### src/rtl/clock_set_pkg.sv
// Shared types and helpers for the clock time-setting front end.
// Contents:
//   state_e      - set FSM states (IDLE, SET_HOUR, SET_MIN, COMMIT)
//   HOUR_MAX_24, HOUR_MAX_12, MIN_MAX - highest legal value of each field
//   bcd_value    - two-digit BCD pair to binary
//   bcd_in_range - both digits decimal and value <= max
//   bcd_inc      - increment a BCD pair, wrapping to 00 past max
package clock_set_pkg;

  typedef enum logic [1:0] {
    IDLE     = 2'd0,
    SET_HOUR = 2'd1,
    SET_MIN  = 2'd2,
    COMMIT   = 2'd3
  } state_e;

  localparam logic [6:0] HOUR_MAX_24 = 7'd23;
  localparam logic [6:0] HOUR_MAX_12 = 7'd11;
  localparam logic [6:0] MIN_MAX     = 7'd59;

  function automatic logic [7:0] bcd_value(input logic [3:0] ones, input logic [3:0] tens);
    return ({4'b0000, tens} * 8'd10) + {4'b0000, ones};
  endfunction

  function automatic logic bcd_in_range(input logic [3:0] ones, input logic [3:0] tens,
                                        input logic [6:0] max_val);
    return (ones <= 4'd9) && (tens <= 4'd9) && (bcd_value(ones, tens) <= {1'b0, max_val});
  endfunction

  // Returns {tens, ones}. A pair already at or beyond max (e.g. the hour
  // range shrank mid-edit) or holding a non-decimal digit restarts at 00.
  function automatic logic [7:0] bcd_inc(input logic [3:0] ones, input logic [3:0] tens,
                                         input logic [6:0] max_val);
    logic [7:0] res;
    if (!bcd_in_range(ones, tens, max_val) || (bcd_value(ones, tens) == {1'b0, max_val})) begin
      res = 8'h00;
    end else if (ones == 4'd9) begin
      res = {tens + 4'd1, 4'd0};
    end else begin
      res = {tens, ones + 4'd1};
    end
    return res;
  endfunction

endpackage

### src/rtl/key_debounce.sv
// Synchroniser + debouncer for one active-low push key.
// Ports:
//   pCLK    in  system clock
//   nRST    in  asynchronous active-low reset
//   tick_i  in  sample strobe (one pCLK cycle wide)
//   key_i   in  raw key, 0 = pressed, asynchronous to pCLK
//   level_o out debounced key level (1 = released)
//   press_o out one-cycle pulse on a debounced 1->0 transition
module key_debounce #(
  parameter int DEB_CNT = 16
) (
  input  logic pCLK,
  input  logic nRST,
  input  logic tick_i,
  input  logic key_i,
  output logic level_o,
  output logic press_o
);

  localparam int CW = $clog2(DEB_CNT + 1);

  logic          sync1_q, sync2_q;
  logic [CW-1:0] cnt_q, cnt_d;
  logic          level_q, level_d;
  logic          press_q;

  // Count consecutive samples that disagree with the accepted level; any
  // agreeing sample restarts the run.
  always_comb begin
    cnt_d   = cnt_q;
    level_d = level_q;
    if (tick_i) begin
      if (sync2_q != level_q) begin
        if (cnt_q == CW'(DEB_CNT - 1)) begin
          level_d = sync2_q;
          cnt_d   = '0;
        end else begin
          cnt_d = cnt_q + 1'b1;
        end
      end else begin
        cnt_d = '0;
      end
    end
  end

  always_ff @(posedge pCLK or negedge nRST) begin
    if (!nRST) begin
      sync1_q <= 1'b1;
      sync2_q <= 1'b1;
      cnt_q   <= '0;
      level_q <= 1'b1;
      press_q <= 1'b0;
    end else begin
      sync1_q <= key_i;
      sync2_q <= sync1_q;
      cnt_q   <= cnt_d;
      level_q <= level_d;
      press_q <= level_q & ~level_d;
    end
  end

  assign level_o = level_q;
  assign press_o = press_q;

endmodule

### src/rtl/clock_time_setter.sv
// Time-entry front end: debounced MODE/INC keys drive an hour/minute set
// FSM, hand the edited BCD time to the clock with a one-cycle load strobe,
// and blink the field being edited via a per-digit blank mask.
// Ports:
//   pCLK, nRST              clock, asynchronous active-low reset
//   KEY_MODE, KEY_INC       raw active-low keys
//   mode_24h                1 = 00..23, 0 = 00..11
//   cur_h/m_tens/ones       live BCD time from the clock
//   set_h/m_tens/ones       edited BCD time
//   load                    one-cycle strobe to the clock counters
//   setting                 high in SET_HOUR / SET_MIN
//   blank                   bit3 = h_tens .. bit0 = m_ones, 1 = blank
module clock_time_setter
  import clock_set_pkg::*;
#(
  parameter int DEB_DIV       = 8000,
  parameter int DEB_CNT       = 16,
  parameter int REP_DELAY     = 500,
  parameter int REP_RATE      = 100,
  parameter int BLINK_TICKS   = 250,
  parameter int TIMEOUT_TICKS = 10000
) (
  input  logic       pCLK,
  input  logic       nRST,
  input  logic       KEY_MODE,
  input  logic       KEY_INC,
  input  logic       mode_24h,
  input  logic [3:0] cur_h_tens,
  input  logic [3:0] cur_h_ones,
  input  logic [3:0] cur_m_tens,
  input  logic [3:0] cur_m_ones,
  output logic [3:0] set_h_tens,
  output logic [3:0] set_h_ones,
  output logic [3:0] set_m_tens,
  output logic [3:0] set_m_ones,
  output logic       load,
  output logic       setting,
  output logic [3:0] blank
);

  localparam int PW = (DEB_DIV > 1) ? $clog2(DEB_DIV) : 1;
  localparam int RW = $clog2(REP_DELAY + 1);
  localparam int BW = $clog2(BLINK_TICKS + 1);
  localparam int TW = $clog2(TIMEOUT_TICKS + 1);

  // Prescaler and sample tick
  logic [PW-1:0] pre_q;
  logic          tick_q;

  // Keys
  logic mode_level_unused, mode_press, inc_level, inc_press;

  key_debounce #(.DEB_CNT(DEB_CNT)) u_mode (
    .pCLK(pCLK), .nRST(nRST), .tick_i(tick_q), .key_i(KEY_MODE),
    .level_o(mode_level_unused), .press_o(mode_press)
  );

  key_debounce #(.DEB_CNT(DEB_CNT)) u_inc (
    .pCLK(pCLK), .nRST(nRST), .tick_i(tick_q), .key_i(KEY_INC),
    .level_o(inc_level), .press_o(inc_press)
  );

  // Auto-repeat: after the first repeat the counter is rewound so the next
  // one lands REP_RATE ticks later.
  logic [RW-1:0] rep_cnt_q, rep_cnt_d;
  logic          rep_fire, rep_q;

  always_comb begin
    rep_cnt_d = rep_cnt_q;
    rep_fire  = 1'b0;
    if (inc_level) begin
      rep_cnt_d = '0;
    end else if (tick_q) begin
      if (rep_cnt_q == RW'(REP_DELAY - 1)) begin
        rep_fire  = 1'b1;
        rep_cnt_d = RW'(REP_DELAY - REP_RATE);
      end else begin
        rep_cnt_d = rep_cnt_q + 1'b1;
      end
    end
  end

  always_ff @(posedge pCLK or negedge nRST) begin
    if (!nRST) begin
      pre_q     <= '0;
      tick_q    <= 1'b0;
      rep_cnt_q <= '0;
      rep_q     <= 1'b0;
    end else begin
      tick_q    <= (pre_q == PW'(DEB_DIV - 1));
      pre_q     <= (pre_q == PW'(DEB_DIV - 1)) ? '0 : pre_q + 1'b1;
      rep_cnt_q <= rep_cnt_d;
      rep_q     <= rep_fire;
    end
  end

  // Events: MODE wins over a coincident INC
  logic mode_ev, inc_ev, any_ev;
  assign mode_ev = mode_press;
  assign inc_ev  = (inc_press | rep_q) & ~mode_press;
  assign any_ev  = mode_press | inc_press | rep_q;

  // FSM and datapath registers
  state_e        state_q, state_d;
  logic [3:0]    ht_q, ho_q, mt_q, mo_q, ht_d, ho_d, mt_d, mo_d;
  logic [TW-1:0] tmo_q, tmo_d;
  logic [BW-1:0] blink_q, blink_d;
  logic          phase_q, phase_d;
  logic          load_q, load_d, setting_q, setting_d;
  logic [3:0]    blank_q, blank_d;

  logic       in_set, next_set, tmo_expire;
  logic [6:0] hour_max;

  assign in_set     = (state_q == SET_HOUR) || (state_q == SET_MIN);
  assign next_set   = (state_d == SET_HOUR) || (state_d == SET_MIN);
  assign tmo_expire = in_set && tick_q && !any_ev && (tmo_q == TW'(TIMEOUT_TICKS - 1));
  assign hour_max   = mode_24h ? HOUR_MAX_24 : HOUR_MAX_12;

  // State register
  always_ff @(posedge pCLK or negedge nRST) begin
    if (!nRST) begin
      state_q   <= IDLE;
      ht_q      <= '0;
      ho_q      <= '0;
      mt_q      <= '0;
      mo_q      <= '0;
      tmo_q     <= '0;
      blink_q   <= '0;
      phase_q   <= 1'b0;
      load_q    <= 1'b0;
      setting_q <= 1'b0;
      blank_q   <= 4'b0000;
    end else begin
      state_q   <= state_d;
      ht_q      <= ht_d;
      ho_q      <= ho_d;
      mt_q      <= mt_d;
      mo_q      <= mo_d;
      tmo_q     <= tmo_d;
      blink_q   <= blink_d;
      phase_q   <= phase_d;
      load_q    <= load_d;
      setting_q <= setting_d;
      blank_q   <= blank_d;
    end
  end

  // Next state
  always_comb begin
    state_d = state_q;
    case (state_q)
      IDLE:     if (mode_ev) state_d = SET_HOUR;
      SET_HOUR: if (mode_ev) state_d = SET_MIN;  else if (tmo_expire) state_d = IDLE;
      SET_MIN:  if (mode_ev) state_d = COMMIT;   else if (tmo_expire) state_d = IDLE;
      COMMIT:   state_d = IDLE;
      default:  state_d = IDLE;
    endcase
  end

  // Outputs and datapath; outputs are computed from state_d so the
  // registered copies line up with state_q.
  always_comb begin
    ht_d = ht_q;
    ho_d = ho_q;
    mt_d = mt_q;
    mo_d = mo_q;
    if ((state_q == IDLE) && mode_ev) begin
      mt_d = cur_m_tens;
      mo_d = cur_m_ones;
      if (bcd_in_range(cur_h_ones, cur_h_tens, hour_max)) begin
        ht_d = cur_h_tens;
        ho_d = cur_h_ones;
      end else begin
        ht_d = 4'd0;
        ho_d = 4'd0;
      end
    end else if ((state_q == SET_HOUR) && inc_ev) begin
      {ht_d, ho_d} = bcd_inc(ho_q, ht_q, hour_max);
    end else if ((state_q == SET_MIN) && inc_ev) begin
      {mt_d, mo_d} = bcd_inc(mo_q, mt_q, MIN_MAX);
    end

    tmo_d = tmo_q;
    if (!in_set || any_ev) begin
      tmo_d = '0;
    end else if (tick_q) begin
      tmo_d = tmo_q + 1'b1;
    end

    // Phase restarts visible on field entry and on every edit
    blink_d = blink_q;
    phase_d = phase_q;
    if (!next_set || any_ev || (state_d != state_q)) begin
      blink_d = '0;
      phase_d = 1'b0;
    end else if (tick_q) begin
      if (blink_q == BW'(BLINK_TICKS - 1)) begin
        blink_d = '0;
        phase_d = ~phase_q;
      end else begin
        blink_d = blink_q + 1'b1;
      end
    end

    load_d    = (state_d == COMMIT);
    setting_d = next_set;
    blank_d   = 4'b0000;
    if (phase_d) begin
      if (state_d == SET_HOUR)     blank_d = 4'b1100;
      else if (state_d == SET_MIN) blank_d = 4'b0011;
    end
  end

  assign set_h_tens = ht_q;
  assign set_h_ones = ho_q;
  assign set_m_tens = mt_q;
  assign set_m_ones = mo_q;
  assign load       = load_q;
  assign setting    = setting_q;
  assign blank      = blank_q;

endmodule
### config.mk
export PLATFORM = sky130hd
export DESIGN_NAME = clock_time_setter
export DESIGN_NICKNAME = d
export VERILOG_FILES = /design/src/rtl/clock_set_pkg.sv /design/src/rtl/key_debounce.sv /design/src/rtl/clock_time_setter.sv
export SDC_FILE = /design/constraint.sdc
export NUM_CORES = 1
export LEC_CHECK = 0
export ABC_AREA = 1
export CAP_MARGIN = 20
export CORE_MARGIN = 2
export CORE_UTILIZATION = 35
export CTS_CLUSTER_SIZE = 28
export DETAILED_ROUTE_END_ITERATION = 10
export SYNTH_ARGS = -nofsm -noshare
export SYNTH_HDL_FRONTEND = slang
export SYNTH_HIERARCHICAL = 1
export SYNTH_SLANG_ARGS = --single-unit
### constraint.sdc
create_clock -name pCLK -period 2.6 [get_ports pCLK]
set_input_delay 0.52 -clock pCLK [delete_from_list [all_inputs] [get_ports pCLK]]
set_output_delay 0.52 -clock pCLK [all_outputs]
set_load 0.01 [all_outputs]
==> metrics.md <==
| Metric | Value |
|---|---|
| Part of the power in the clock network | `between 40% and 50%` |
| Worst EP arrival | `2.82 ns` |
| Share of layout cells above drive strength 1 | `~16%` |
| Final Max Tran Viols | `0` |
| Initial core utilization | `35.6%` |
| Yosys reg bits | `87` |
| Top_reg_cell synth | `dfrtp_1` |
| Area of the mapped netlist | `just under 6000 um2` |
| Worst slew margin | `between 60% and 70%` |
| Worst-path clk slew | `0.07 ns` |
| Logic pwr share | `7.7%` |
| Distinct cells, synth | `47` |
| Die width | `roughly 130 um` |
| Dpl ws | `-0.603 ns` |
| H-tree levels | `3` |
| Ports | `43` |
| Critical path's largest stage delay | `~0.46 ns` |
| Crit path from | `set_h_tens[0]` |
| Pint | `between 2 and 2.5 mW` |
| Clk buf depth | `2` |
| Largest net degree at the start of global routing | `48` |
| Critical-path cell list | `ha_4 > fa_2 > xor2_1 > ha_1 > a21oi_2 > nand2_1 > a21oi_2 > nand2_2 > nor2_4 > nand2_4 > nand2_4 > inv_4 > nor2_1 > nor2_1` |
| Number of CTS-inserted buffers | `9` |
| Gr usage total | `15.0%` |
| Register area share after synthesis | `37.2%` |
| Dpl cell area | `6820 um2` |
| Initial DRT Pass Iterations | `4` |
| Clock Latency Late Sink | `0.35 ns` |
| Max cap viols | `0` |
| Leakage | `3.46 nW` |
| Endpoint type of the worst setup path | `flip-flop` |
| Finish-stage setup viols | `0` |
| Reg-to-reg slack, setup | `slightly above 0.02 ns` |
| Final core utilization | `roughly 44%` |
| Worst hold path type | `primary input to async pin` |
| Final net count | `919` |
| Power Density | `between 400 and 500 nW/um2` |
| Crit start category | `flip-flop` |
| Core area | `about 17000 um2` |
| Worst r2r path cells | `14` |
| CTS Sinks | `87` |
| EDFF count, synth | `0` |
| Required time worst endpoint | `~2.8 ns` |
| Crit path time final | `around 2.6 ns` |
| Setup CP Type | `flip-flop to flip-flop` |
| Layout fillers | `about 1.6k` |
| Buf+Inv Stages, Crit Path | `1` |
| Syn avg cell area | `between 7 and 8 um2` |
| Post-route cell area | `between 7000 and 8000 um2` |
| FFs w/ async S/R, synth | `100%` |
| Setup WS post-layout | `about 0.021 ns` |
| Final Hold Fails | `0` |
| Fin Clk Skew | `0.00794 ns` |
| RSZ-0062 raised after global routing | `true` |
| # DRC | `0` |
| Crit Reg-Reg Endpoint | `set_h_tens[1]` |
| Vias in the first global route | `4865` |
| Num rows | `47` |
| GPL Wtd Cong | `just over 0.8` |
| Cells after synthesis | `roughly 760` |
| Slowest CP cell | `dfrtp_2` |
| Max Clk Rate | `around 0.39 GHz` |
| Avg Vias per Cell | `4.66` |
| Number of diodes | `0` |
| Worst-margin pin slew | `0.569 ns` |
| Post-route clock period utilization | `between 90% and 100%` |
| Vias post-DR | `roughly 5k` |
| First-pass GRT wire length | `around 22 mm` |
| Seq pwr share | `between 40 and 50%` |
| WL/cell | `11.8 um` |
| Worst vdd ir | `~290 uV` |
| CTS Root Cell | `clkbuf_16` |
| Die Ht | `134 um` |
| Worst Path Max Fanout | `5` |
| Grt total ovfl | `0` |
| Status | `finished, final reports clean` |
| Switching Share | `approximately a quarter` |
| Antenna violation net count after detailed routing | `0` |
| Initial detailed-routing violation count | `between 200 and 250` |
| Post-DP HPWL | `9.27 mm` |
| FF-to-FF Start | `set_h_tens[0]` |
| Switching power | `~0.7 mW` |
| CP delay by family, top | `adder cells` |
| Post-Syn Nets | `approximately 840` |
| Routed WL | `~13 mm` |
| Die ar. | `about 18000 um2` |
| Yosys warning total | `6` |
| Initial antenna violation count | `0` |
| CTS tree | `built` |
| Buffers on Ports | `42` |
| Area grow syn2layout | `24.7%` |
## worst max-delay path by stage
stage / slack (ns) / to / depth (start not counted)
floorplan: 0.0006 / set_h_ones[2] / 15
global placement: -0.58 / set_h_ones[2] / 16
detailed placement: -0.60 / set_h_ones[2] / 16
CTS: 0.008 / set_h_tens[1] / 14
global route: -0.16 / set_h_tens[2] / 14
finish: 0.02 / set_h_tens[1] / 14
## worst register-to-register path, cell delays in order, from the launching register on
cell and delay [ns]:
dfrtp_2 0.46, ha_4 0.18, fa_2 0.37, xor2_1 0.15
ha_1 0.32, a21oi_2 0.11, nand2_1 0.07, a21oi_2 0.17
nand2_2 0.08, nor2_4 0.20, nand2_4 0.11, nand2_4 0.09
inv_4 0.05, nor2_1 0.08, nor2_1 0.05
## flip-flops by register name, indices dropped and copies added, names as in the netlist, 2 cells and up
name / count
u_inc/cnt_q: 5
set_m_ones: 4
state_q: 2
set_m_tens: 4
blink_q: 8
blank: 2
pre_q: 13
rep_cnt_q: 9
set_h_tens: 4
set_h_ones: 4
u_mode/cnt_q: 5
tmo_q: 14
## power by group through the flow
stage | Clock, mW | Combinational (mW) | Sequential, mW
6_report | 1.43 | 0.234 | 1.36
5_1_grt | 1.53 | 0.264 | 1.36
2_1_floorplan | 0 | 0.0935 | 1.39
3_3_place_gp | 0 | 0.202 | 1.39
3_5_place_dp | 0 | 0.202 | 1.39
4_1_cts | 1.47 | 0.213 | 1.36
## layout make-up
class / count / area (um2) / share of cell area (%)
clock inverters: 7 / 103 / 1.40
multi-input cells: 559 / 3420 / 46.7
well taps: 220 / 275 / 3.76
flip-flops and latches: 87 / 2190 / 29.8
repair buffers: 78 / 703 / 9.60
clock buffers: 9 / 225 / 3.07
inverters: 110 / 415 / 5.67
## per-stage QoR
stage                     hold slack [ns]  std cells  total power [mW]  TNS [ns]
after detailed placement            0.347       1051              1.59     -4.40
after global routing                0.215       1070              3.15     -1.12
final                               0.170       1070              3.02         0
after floorplan                     0.224        762              1.48         0
after global placement              0.346       1051              1.59     -4.21
after CTS                           0.184       1068              3.05         0
## cells in the mapped netlist, drive strengths merged (2+ instances only)
master / n / share of area [%]
fa: 6 / 2.0
nand3b: 2 / 0.26
inv: 109 / 7.0
dfstp: 6 / 2.7
clkbuf: 3 / 0.19
nand4: 22 / 2.4
a22oi: 3 / 0.38
nand3: 55 / 5.2
or2: 4 / 0.43
dfrtp: 81 / 34
nor3: 12 / 1.3
a21oi: 39 / 3.8
xor2: 18 / 2.8
ha: 47 / 10
nor4: 3 / 0.32
nor3b: 2 / 0.34
xnor2: 5 / 0.75
nand2: 196 / 13
o22ai: 2 / 0.21
a21boi: 4 / 0.51
nor2: 96 / 7.0
a31oi: 2 / 0.21
and3: 2 / 0.21
o21ai: 33 / 2.9
buf: 3 / 0.38
o21bai: 2 / 0.32
## routing by layer
layer / vias up / global-route usage, % / part of all wire, %
met1: 2283 / 20.5 / 50
li1: 2630 / - / -
met4: 0 / 6.03 / 2.0
met2: 56 / 24.1 / 46
met3: 18 / 2.21 / 2.6
met5: - / 0 / 0
## cell families after synthesis
logic type / after synthesis / share of synthesized area [%]
multiplexers: 1 / 0.170
adder cells (fa/ha/maj): 53 / 12.1
AND/OR/NAND/NOR: 394 / 30.6
flip-flops: 87 / 37.2
buffers and inverters: 116 / 7.60
XOR/XNOR: 23 / 3.56
AO/OA/AOI/OAI: 88 / 8.79
## placed cells by master, fill, tap and decap left out, drive strengths merged, types with 6 or more instances in the layout
master,Yosys,final
clkdlybuf4s50,0,34
nand4,22,22
xor2,18,18
dfrtp,81,81
nand2,196,196
o21ai,33,33
inv,109,112
ha,47,47
nor3,12,12
clkbuf,3,11
nor2,96,96
a21oi,39,39
dfstp,6,6
fa,6,6
buf,3,37
nand3,55,55
## what timing repair did
| item | 4_1_cts | 5_1_grt |
|---|---|---|
| hold buffers | 0 | 0 |
| resized for setup | 13 | 27 |
| pin swaps | 9 | 18 |
| endpoints found under the setup margin | 8 | 19 |
| setup buffers | 1 | 2 |
(Power assumes the default switching activity.)
==> RTL edit 1 (same settings) <==
`ht_q` no longer has a reset.
--- a/src/rtl/clock_time_setter.sv
+++ b/src/rtl/clock_time_setter.sv
@@ -121,7 +121,6 @@
   always_ff @(posedge pCLK or negedge nRST) begin
     if (!nRST) begin
       state_q   <= IDLE;
-      ht_q      <= '0;
       ho_q      <= '0;
       mt_q      <= '0;
       mo_q      <= '0;
@@ -133,7 +132,6 @@
       blank_q   <= 4'b0000;
     end else begin
       state_q   <= state_d;
-      ht_q      <= ht_d;
       ho_q      <= ho_d;
       mt_q      <= mt_d;
       mo_q      <= mo_d;
@@ -144,6 +142,10 @@
       setting_q <= setting_d;
       blank_q   <= blank_d;
     end
+  end
+
+  always_ff @(posedge pCLK) begin
+    ht_q <= ht_d;
   end
 
   // Next state
Function: same outputs for any inputs over 10 cycles, from zero or initial values and one cycle with nRST low; that may be too few to reach the edited logic, so the function may still have changed.
==> RTL edit 1 against the original RTL <==
Sequential cell count did not move. Non-clock buffer count increased by 5. Total power shrank 0.58%. Cell area rose by 0.26%. Routed wire length decreased by 2.1%. Clock skew about the same. Synthesized cell count did not move. Combinational power shrank 6%. Setup slack improved by 92 ps. Area after synthesis up 0.85%.
==> RTL edit 1: results (changes against the original RTL) <==
Global route:
- The total track usage is 14.6% (-0.41 points).
- The first-pass GRT wire length was 21.5 mm (-2.6%).
- The via count of the first global-routing pass was 4673 (-3.9%).
- The global routing usage on met2 is 23.4% (-0.72 points).
- The pin count of the biggest net entering global routing was 36 (-25%).
- The global-route met3 utilization is 2.19% (-0.015 points).

Routing:
- The total length of routed wires came to 12.3 mm (-2.1%).
- The average wire length per cell after detail routing is 11.5 um (-2.4%).
- The met1 wire length came to 6.23 mm (-0.54%).
- The detailed-routed wire length on met3 came to 326 um (+1.6%).
- The number of violations reported at the end of detailed-routing iteration 0 is 222 (-1.8%).

Yosys:
- The share of flip-flops with an asynchronous set or reset is 95.4% (-4.6 points).
- In the post-synthesis netlist, the biggest area contributors are sky130_fd_sc_hd__dfrtp_1 33%, sky130_fd_sc_hd__nand2_1 11%, sky130_fd_sc_hd__ha_1 9.9%, sky130_fd_sc_hd__inv_1 6.6%, sky130_fd_sc_hd__nor2_1 5.2%.
- Ranked by instance count, the synthesized netlist is headed by 171 x sky130_fd_sc_hd__nand2_1, 104 x sky130_fd_sc_hd__inv_1, 82 x sky130_fd_sc_hd__nor2_1.
- The share of synthesized cell area in full adder, half adder and majority cells is 12.0% (-0.10 points).
- The number of enable-type register cells in the synthesized netlist is 4 (+4).
- The fraction of synthesized area in multiplexers came to 0.338% (+0.17 points).
- The sequential cell area fraction in the yosys report came to 37.2% (about the same).
- The area fraction in compound gates after synthesis was 8.91% (+0.12 points).

Outcome:
- The flow ran to the end, and the final reports show no timing, DRC or antenna violations.

Critical path:
- The count of cells along the worst register-to-register path is 10 (-4).
- The critical register-to-register path endpoint is set_h_tens[2]$_DFFE_PP_.
- The maximum net fanout on the critical path is 4 (-1).
- The startpoint identified for the worst register-to-register timing path is set_h_tens[0]$_DFFE_PP_.

Cells and area:
- The non-clock buffer instance count of the final layout is 83 (+6.4%).
- The sequential cell count is 87 (unchanged).
- The net count of the finished layout is 923 (+0.44%).
- The layout filler cell count came to 1666 (+3.5%).
- The number of logic inverters in the finished layout is 122 (+11%).
- The sequential standard cell area came to 0.00220 mm^2 (+0.86%).
- The data-path buffer share of cell area in the final layout is 10.0% (+0.44 points).
- The number of clock-tree buffers in the layout is 11 (+2).

Placed design:
- The minimum setup slack after placement is -511 ps (+92.0 ps).

STA:
- The final worst setup slack was 112 ps (+91.6 ps).
- The worst-margin pin slew is 619 ps (+49.3 ps).
- The worst clock skew is 7.88 ps (-0.0592 ps).
## RTL edit 1: cell count changes in the layout (fill, tap and decap cells not counted), sizes merged, moves of 3 or more
cell    change
nand2      -11
inv         +7
buf         +5
dfrtp       -4
edfxtp      +4
nand3       -4
clkbuf      +3
clkinv      +3
## RTL edit 1: worst max-delay path: stages (launching register included)
cell and delay (ps):
sky130_fd_sc_hd__edfxtp_1 480, sky130_fd_sc_hd__ha_2 240, sky130_fd_sc_hd__fa_2 350, sky130_fd_sc_hd__xor2_1 150, sky130_fd_sc_hd__ha_1 290, sky130_fd_sc_hd__a21oi_1 190
sky130_fd_sc_hd__a21boi_2 90, sky130_fd_sc_hd__a21oi_2 170, sky130_fd_sc_hd__nand3b_2 130, sky130_fd_sc_hd__nand2_1 90, sky130_fd_sc_hd__inv_2 60
## RTL edit 1: what timing repair did
item / CTS / global route
pin swaps: 4 / 14
resized for setup: 10 / 24
setup buffers: 1 / 5
endpoints found under the setup margin: 12 / 27
gates cloned: 0 / 0
endpoints found under the hold margin: 0 / 0
## RTL edit 1: worst max path at each step
stage / from / endpoint / depth (start not counted)
3_5_place_dp: cur_h_tens[0] / set_h_ones[1]$_DFFE_PN0P_ / 18
4_1_cts: set_h_tens[0]$_DFFE_PP_ / set_h_tens[2]$_DFFE_PP_ / 11
2_1_floorplan: set_h_tens[0]$_DFFE_PP_ / set_h_tens[0]$_DFFE_PP_ / 11
5_1_grt: set_h_tens[0]$_DFFE_PP_ / set_h_tens[2]$_DFFE_PP_ / 11
6_report: set_h_tens[0]$_DFFE_PP_ / set_h_tens[2]$_DFFE_PP_ / 10
3_3_place_gp: cur_h_tens[0] / set_h_ones[1]$_DFFE_PN0P_ / 18
==> RTL edit 2 (same flow settings) <==
Without the edit above. `REP_DELAY`: 500 -> 2000.
--- a/src/rtl/clock_time_setter.sv
+++ b/src/rtl/clock_time_setter.sv
@@ -15,7 +15,7 @@
 #(
   parameter int DEB_DIV       = 8000,
   parameter int DEB_CNT       = 16,
-  parameter int REP_DELAY     = 500,
+  parameter int REP_DELAY     = 2000,
   parameter int REP_RATE      = 100,
   parameter int BLINK_TICKS   = 250,
   parameter int TIMEOUT_TICKS = 10000
Check against the original RTL: no difference found for any inputs over 10 cycles, from zero or initial values and one cycle with nRST low; that may be too few to reach the edited logic, so the function may still have changed.
==> RTL edit 2 against the original RTL <==
Combinational power rose by 5%. Setup slack gained 69 ps. Routed wire length fell by 0.78%. Largest power group is now sequential cells. Worst hold slack got worse by 20 ps. Sequential cell count is 2 higher. Area after synthesis is 0.49% lower. Cell area is 1.2% higher. First-iteration DRC count is 42% higher. Total power down 4.2%.
==> RTL edit 2: results (changes against the original RTL) <==
Routing:
- The met1 wire length was 6.34 mm (+1.1%).
- The detailed-routed wire length on met3 is 379 um (+18%).
- The average wire length per cell after detail routing is 11.6 um (-0.96%).
- The number of violations reported at the end of detailed-routing iteration 0 came to 321 (+42%).
- The total length of routed wires came to 12.5 mm (-0.78%).

STA:
- The worst-margin pin slew came to 589 ps (+19.7 ps).
- The worst clock skew is 7.97 ps (+0.0314 ps).

Cells and area:
- The data-path buffer share of cell area in the final layout was 10.8% (+1.2 points).
- The final non-filler cell area came to 0.00741 mm^2 (+1.2%).
- The number of logic inverters in the finished layout is 118 (+7.3%).
- The share of the core filled with cells in the final layout is 45.0% (+0.69 points).
- The number of clock-tree buffers in the layout is 13 (+4).
- The total number of multi-input combinational cells is 539 (-3.6%).
- The non-clock buffer instance count of the final layout is 90 (+15%).
- The sequential share of cell area is 30.2% (+0.34 points).
- The layout filler cell count is 1624 (+0.93%).
- The ratio of cells with drive above 1 in the final layout was 16.5% (+0.20 points).
- The net count of the finished layout is 921 (+0.22%).
- The largest registers in the layout are tmo_q (14), pre_q (13), rep_cnt_q (11).

Global route:
- The total track usage was 15.0% (-0.085 points).
- The via count of the first global-routing pass came to 4947 (+1.7%).
- The pin count of the biggest net entering global routing came to 52 (+8.3%).
- The first-pass GRT wire length came to 22.1 mm (-0.25%).

Placed design:
- The instance area after placement is 0.00684 mm^2 (+0.20%).
- The half-perimeter wire length of the detailed placement result was 9.29 mm (+0.16%).
- The count of placed standard cells including taps is 1050 (-0.095%).
- The minimum setup slack after placement came to -610 ps (-6.83 ps).

Clock tree:
- The count of instances resized after the clock tree is built is 17 (+4).
- The total setup buffers inserted after CTS is 0 (-1).

Critical path:
- The count of cells along the worst register-to-register path came to 13 (-1).
- The maximum net fanout on the critical path is 4 (-1).

Outcome:
- The run finished with clean final reports.

Yosys:
- The synthesized area per cell is 7.78 um^2 (+0.83%).
- The count of unique library cells instantiated by Yosys came to 41 (-13%).
- The sequential cell area fraction in the yosys report is 38.2% (+1.0 points).

Power:
- The clock power share is 43.4% (-3.9 points).
- The static leakage is 3.52 nW (+1.7%).
- The switching share of power came to 22.9% (-0.33 points).
RTL edit 2: path summary, 6_finish.rpt:
check                                                    to                       from  slack (ps)
worst max-delay path              set_h_tens[0]$_DFFE_PN0P_  set_h_tens[0]$_DFFE_PN0P_          90
worst min-delay path            u_mode/cnt_q[0]$_DFFE_PN0P_                       nRST         150
worst max register to register    set_h_tens[0]$_DFFE_PN0P_  set_h_tens[0]$_DFFE_PN0P_          90
worst min register to register     u_mode/sync2_q$_DFF_PN1_   u_mode/sync1_q$_DFF_PN1_         360
max in group asynchronous           u_inc/level_o$_DFF_PN1_                       nRST        1770
min in group pCLK                  u_mode/sync2_q$_DFF_PN1_   u_mode/sync1_q$_DFF_PN1_         360
RTL edit 2: logic make-up (layout without fill, tap and decap cells):
kind of cell	after synthesis	count (layout)	synth area share, %
buffers and inverters	124	224	8.15
AOI/OAI and AO/OA	93	93	9.24
and+or+nand+nor	361	361	27.5
xor gates and xnor gates	32	32	4.79
DFF	89	89	38.2
adders and majority gates	53	53	12.1
